$ cat src/rtl/tx_window_ctrl.sv
// Transmit-window controller for the downlink path.
// Opens a tx window on a synchronised rising edge of start_req and closes it
// on abort, tick timeout or buffer drain, optionally followed by a cooldown
// during which new requests are ignored.
module tx_window_ctrl #(
  parameter int unsigned ADDR_W         = 19,
  parameter int unsigned CNT_W          = 14,
  parameter int unsigned TIMEOUT_TICKS  = 4800,
  parameter int unsigned COOLDOWN_TICKS = 0,
  parameter int unsigned DRAIN_MARGIN   = 1,
  parameter int unsigned SYNC_STAGES    = 2
) (
  input  logic              clk,
  input  logic              reset,
  input  logic              tick,
  input  logic              start_req,
  input  logic              abort,
  input  logic              retrig_en,
  input  logic [ADDR_W-1:0] wr_ptr,
  input  logic [ADDR_W-1:0] rd_ptr,
  output logic              tx_enable,
  output logic              busy,
  output logic [CNT_W-1:0]  elapsed,
  output logic [1:0]        stop_reason,
  output logic              done_pulse
);

  typedef enum logic [1:0] {
    IDLE     = 2'd0,
    ACTIVE   = 2'd1,
    COOLDOWN = 2'd2
  } state_t;

  localparam bit                HAS_CD    = (COOLDOWN_TICKS != 0);
  localparam int unsigned       CD_W      = (COOLDOWN_TICKS > 1) ? $clog2(COOLDOWN_TICKS) : 1;
  localparam logic [CD_W-1:0]   CD_LAST   = CD_W'(COOLDOWN_TICKS - 1);
  localparam logic [CNT_W-1:0]  TO_LAST   = CNT_W'(TIMEOUT_TICKS - 1);
  localparam logic [CNT_W-1:0]  TO_VAL    = CNT_W'(TIMEOUT_TICKS);
  localparam logic [ADDR_W-1:0] DRAIN_LIM = ADDR_W'(DRAIN_MARGIN);

  localparam logic [1:0] RSN_TIMEOUT = 2'b01;
  localparam logic [1:0] RSN_DRAINED = 2'b10;
  localparam logic [1:0] RSN_ABORT   = 2'b11;

  state_t            state;
  logic [SYNC_STAGES-1:0] sync_q;
  logic [SYNC_STAGES-1:0] fill_q;
  logic              synced;
  logic              synced_d;
  logic              armed;
  logic              start_edge;
  logic              first_q;
  logic [CD_W-1:0]   cd_cnt;
  logic [ADDR_W-1:0] ptr_diff;
  logic              drained;
  logic              timeout_hit;
  logic              exit_now;
  logic [1:0]        exit_reason;

  // fill_q tracks which synchroniser stages hold a real sample since reset;
  // armed requires start_req to be seen low first, so a request held high
  // through reset release does not count as an edge.
  assign synced     = sync_q[SYNC_STAGES-1];
  assign start_edge = synced & ~synced_d & armed;

  // Synchroniser, edge register and arming of the start request
  always_ff @(posedge clk or negedge reset) begin
    if (!reset) begin
      sync_q   <= '0;
      fill_q   <= '0;
      synced_d <= 1'b0;
      armed    <= 1'b0;
    end else begin
      sync_q   <= {sync_q[SYNC_STAGES-2:0], start_req};
      fill_q   <= {fill_q[SYNC_STAGES-2:0], 1'b1};
      synced_d <= synced;
      armed    <= armed | (fill_q[SYNC_STAGES-1] & ~synced);
    end
  end

  // Exit condition decode for the ACTIVE state, abort > timeout > drained
  always_comb begin
    ptr_diff    = wr_ptr - rd_ptr;
    drained     = (ptr_diff <= DRAIN_LIM);
    timeout_hit = (tick && (elapsed == TO_LAST)) || (elapsed >= TO_VAL);
    exit_now    = 1'b1;
    exit_reason = RSN_ABORT;
    if (abort) begin
      exit_reason = RSN_ABORT;
    end else if (timeout_hit) begin
      exit_reason = RSN_TIMEOUT;
    end else if (drained && !first_q) begin
      exit_reason = RSN_DRAINED;
    end else begin
      exit_now    = 1'b0;
      exit_reason = 2'b00;
    end
  end

  // Window FSM with registered outputs
  always_ff @(posedge clk or negedge reset) begin
    if (!reset) begin
      state       <= IDLE;
      tx_enable   <= 1'b0;
      busy        <= 1'b0;
      elapsed     <= '0;
      stop_reason <= 2'b00;
      done_pulse  <= 1'b0;
      first_q     <= 1'b0;
      cd_cnt      <= '0;
    end else begin
      done_pulse <= 1'b0;
      case (state)
        IDLE: begin
          if (start_edge) begin
            state       <= ACTIVE;
            tx_enable   <= 1'b1;
            busy        <= 1'b1;
            elapsed     <= '0;
            stop_reason <= 2'b00;
            first_q     <= 1'b1;
          end
        end
        ACTIVE: begin
          first_q <= 1'b0;
          if (exit_now) begin
            tx_enable   <= 1'b0;
            done_pulse  <= 1'b1;
            stop_reason <= exit_reason;
            // The closing tick still counts, so a timeout ends at TIMEOUT_TICKS.
            if (tick && (elapsed != '1)) begin
              elapsed <= elapsed + 1'b1;
            end
            if (HAS_CD) begin
              state  <= COOLDOWN;
              cd_cnt <= '0;
            end else begin
              state <= IDLE;
              busy  <= 1'b0;
            end
          end else if (start_edge && retrig_en) begin
            elapsed <= '0;
          end else if (tick && (elapsed != '1)) begin
            elapsed <= elapsed + 1'b1;
          end
        end
        COOLDOWN: begin
          if (tick) begin
            if (cd_cnt == CD_LAST) begin
              state <= IDLE;
              busy  <= 1'b0;
            end else begin
              cd_cnt <= cd_cnt + 1'b1;
            end
          end
        end
        default: begin
          state     <= IDLE;
          tx_enable <= 1'b0;
          busy      <= 1'b0;
        end
      endcase
    end
  end

endmodule

$ cat config.mk
export PLATFORM = sky130hd
export DESIGN_NAME = tx_window_ctrl
export DESIGN_NICKNAME = d
export VERILOG_FILES = /design/src/rtl/tx_window_ctrl.sv
export SDC_FILE = /design/constraint.sdc
export NUM_CORES = 1
export LEC_CHECK = 0
export BUFFER_PORTS_ARGS = -buffer_cell sky130_fd_sc_hd__buf_2
export CAP_MARGIN = 5
export CELL_PAD_IN_SITES_DETAIL_PLACEMENT = 0
export CELL_PAD_IN_SITES_GLOBAL_PLACEMENT = 2
export CORE_MARGIN = 2
export CORE_UTILIZATION = 34
export CTS_BUF_LIST = sky130_fd_sc_hd__clkbuf_4 sky130_fd_sc_hd__clkbuf_8
export CTS_CLUSTER_DIAMETER = 150
export CTS_CLUSTER_SIZE = 30
export DETAILED_ROUTE_END_ITERATION = 10
export GPL_ROUTABILITY_DRIVEN = 0
export HOLD_SLACK_MARGIN = 0.05
export PLACE_DENSITY = 0.94
export SYNTH_ARGS = -nofsm -noshare
export SYNTH_HDL_FRONTEND = slang
export SYNTH_SLANG_ARGS = --single-unit
$ cat constraint.sdc
create_clock -name clk -period 4.45 [get_ports clk]
set_clock_uncertainty 0.15 [all_clocks]
set_input_delay 0.89 -clock clk [delete_from_list [all_inputs] [get_ports clk]]
set_output_delay 0.89 -clock clk [all_outputs]
set_load 0.02 [all_outputs]
==> flow_metrics.tcl <==
set metrics [dict create \
    routedWlPerCell_um 13.5 \
    post-route-min-period_ps 3900 \
    max_freq_mhz 256 \
    place_ws_ps 241 \
    fill_cells 706 \
    p_per_area_nw_per_um2 271 \
    ys_ff_latch 25 \
    hp-start "fill_q[0]" \
    htreeDepth 1 \
    grt_pass1_wl_um 9970 \
    antenna_found_initial 0 \
    cp.arrival_ps 3930 \
    root_buffer "clkbuf_8" \
    grt-ovfl-total 0 \
    critical_path.top_delay_family "compound AO/OA/AOI/OAI gates" \
    ir_worst_vdd_mv 0.0764 \
    worst-path-buf-inv 2 \
    grt_max_degree 26 \
    worstRegToRegCells 10 \
    whs_path_depth 0 \
    yosysWarnings 0 \
    end_kind "flip-flop" \
    p_leak_nw 1.37 \
    post-dp-hpwl_um 4420 \
    r2r_slack_ps 1430 \
    netlist_area_sq_um 2320 \
    final_util_pct 40.6 \
    clkLatencyLatePin_ps 280 \
    layout-drive-gt1-share_pct 22.5 \
    setup_ws_ps 547 \
    tightest_slew_ps 712 \
    vias_per_cell 5.40 \
    ios 63 \
    synthDominantCellAreaShare_pct 27.0 \
    diodes 0 \
    cts.reportedPaths.clkPinSlew_ps 80 \
    syn_area_per_cell_sq_um 8.17 \
    ys_types 56 \
    cts_resized 0 \
    rsz0062_at_grt "false" \
    first_pass_iters 4 \
    cts_tree "done" \
    final_net_count 404 \
    setup_tns_ps 0 \
    dieWidth_um 86.6 \
    drv_slew 0 \
    post_cts_buffers 0 \
    synth-edff-count 0 \
    finalSetupViolations 0 \
    synth_largest_area_cell "dfrtp_1" \
    worstReg2RegStart "elapsed[0]" \
    antenna_left 0 \
    worstPathCellList "buf_2 -> inv_1 -> ha_1 -> fa_1 -> nor2b_4 -> o31ai_2 -> a21oi_2 -> o21ai_1 -> a2111oi_0 -> nand4_1 -> or4_1 -> and2_4 -> a211oi_1" \
    worstSetupPathType "input port to flip-flop" \
    synth-main-ff-cell "dfrtp_1" \
    dieHeight_um 86.6 \
    start_util_pct 34.7 \
    hold_class "flip-flop to flip-flop" \
    start_kind "input port" \
    area_growth_pct 17.0 \
    maxCapViolCount 0 \
    max-clock-path-buffers 2 \
    finalHoldViolations 0 \
    die-area_sq_um 7500 \
    fp-row-count 30 \
    timing.rr.end "elapsed[5]" \
    drc 0 \
    clkSinkCount 25 \
    placed_cells 414 \
    cts_buffers 3 \
    port_buffers 62 \
    synth.net_count 349 \
    critPathSlowestCell "or4_1" \
    synthCells 284 \
    final_area_sq_um 2720 \
    first_global_vias 2158 \
    drt-total-wl_um 5650 \
    cpPeakStageDelay_ps 550 \
    worstPathMaxFanout 11 \
    grtUsageTotal_pct 16.0 \
    ys_async_sr_fraction_pct 100 \
    required_ps 4480 \
    core_sq_um 6680 \
    hold_buffers 0 \
    slew_headroom_pct 52.5 \
    vias 2258 \
    first_iter_violations 65 \
    synth_area_leaders "dfrtp_1, ha_1, inv_1, xor2_1, a21oi_1" \
    min_to "fill_q[1]" \
    finalCritPeriodShare_pct 87.7 \
    instances_no_fill 418 \
    place_area_sq_um 2670 \
    outcome "completed" \
    ys_seq_area_share_pct 27.0 \
]
==> logic make-up after synthesis <==
family,Yosys count,synth area share [%]
compound gates,91,27.5
xor+xnor,15,5.66
fa+ha+maj,21,11.6
buf+inv,44,7.87
flops,25,27.0
other cells,1,0.162
simple gates,87,20.2
==> worst max-delay path by stage <==
| stage | slack [ps] | from | end | cells after the start |
|---|---|---|---|---|
| 2_1_floorplan | 670 | wr_ptr[0] | elapsed[10] | 14 |
| 3_3_place_gp | 440 | wr_ptr[0] | elapsed[9] | 13 |
| 3_5_place_dp | 240 | wr_ptr[0] | elapsed[5] | 13 |
| 4_1_cts | 530 | wr_ptr[0] | elapsed[5] | 13 |
| 5_1_grt | 290 | wr_ptr[0] | elapsed[5] | 13 |
| 6_report | 550 | wr_ptr[0] | elapsed[5] | 13 |
==> synth_stat cells (all sizes together) (6+ instances only) <==
| library cell | instances |
|---|---|
| inv | 31 |
| dfrtp | 25 |
| a21oi | 22 |
| ha | 20 |
| nand2 | 20 |
| o21ai | 18 |
| nor2 | 17 |
| xor2 | 11 |
| a21o | 10 |
| nand4 | 10 |
| a211oi | 9 |
| buf | 7 |
| a31oi | 6 |
==> routing by layer <==
layer / vias up / global-route usage [%] / part of all wire (%)
li1: 1140 / - / -
met1: 1053 / 21.4 / 47
met2: 58 / 27.3 / 47
met3: 7 / 1.05 / 4.1
met4: 0 / 5.26 / 1.8
met5: - / 0 / 0
==> worst register-to-register path, delay by kind of cell, from the launching register on <==
kind,cells,cell delay (ps)
compound gates,5,1010
fa+ha+maj,1,280
simple gates,4,970
flops,1,460
==> through the flow <==
step	power, mW	hold slack [ps]
after floorplan	0.505	181
after global placement	0.599	183
after detailed placement	0.602	200
after CTS	0.744	219
after global routing	0.793	223
final	0.735	213
==> power breakdown <==
| part | internal [mW] | switching, mW |
|---|---|---|
| registers | 0.252 | 0.0432 |
| clock network | 0.0630 | 0.0773 |
| logic | 0.116 | 0.183 |
| total | 0.432 | 0.303 |
==> registers in the layout (all words and copies together) (netlist names) <==
signal,cells
fill_q,2
tx_enable,1
sync_q,2
synced_d,1
first_q,1
done_pulse,1
elapsed,14
stop_reason,2
armed,1
==> layout by cell type (no fill, tap or decap), types with 2 or more instances in the layout <==
master / n
or2_0: 2
a22oi_1: 2
a21o_1: 10
buf_2: 62
a311oi_2: 2
or4_1: 2
inv_1: 31
ha_1: 20
a41o_1: 2
o2111ai_1: 4
nand3b_1: 2
o21ai_1: 2
or3_1: 3
clkbuf_8: 3
dfrtp_1: 25
o21ai_0: 16
a21oi_1: 19
o211ai_1: 3
and2_1: 2
nand2_1: 20
a31oi_1: 6
xor2_1: 11
nand3_1: 5
nor4_1: 3
nor2_1: 17
nand4_1: 10
xnor2_1: 4
a221oi_1: 2
a211oi_1: 9
and4_1: 2
nor2b_1: 3
nor3_1: 5
a21oi_2: 3
and3_1: 5
==> layout make-up <==
cell class / count / area, sq um / area share [%]
clock buffer: 3 / 41.3 / 1.52
sequential: 25 / 626 / 23.0
inverter: 32 / 120 / 4.42
clock inverter: 1 / 5.00 / 0.184
multi-input combinational: 215 / 1510 / 55.7
tap: 80 / 100 / 3.69
timing repair buffer: 62 / 310 / 11.4
No activity file was read; power rests on OpenSTA's default activity.
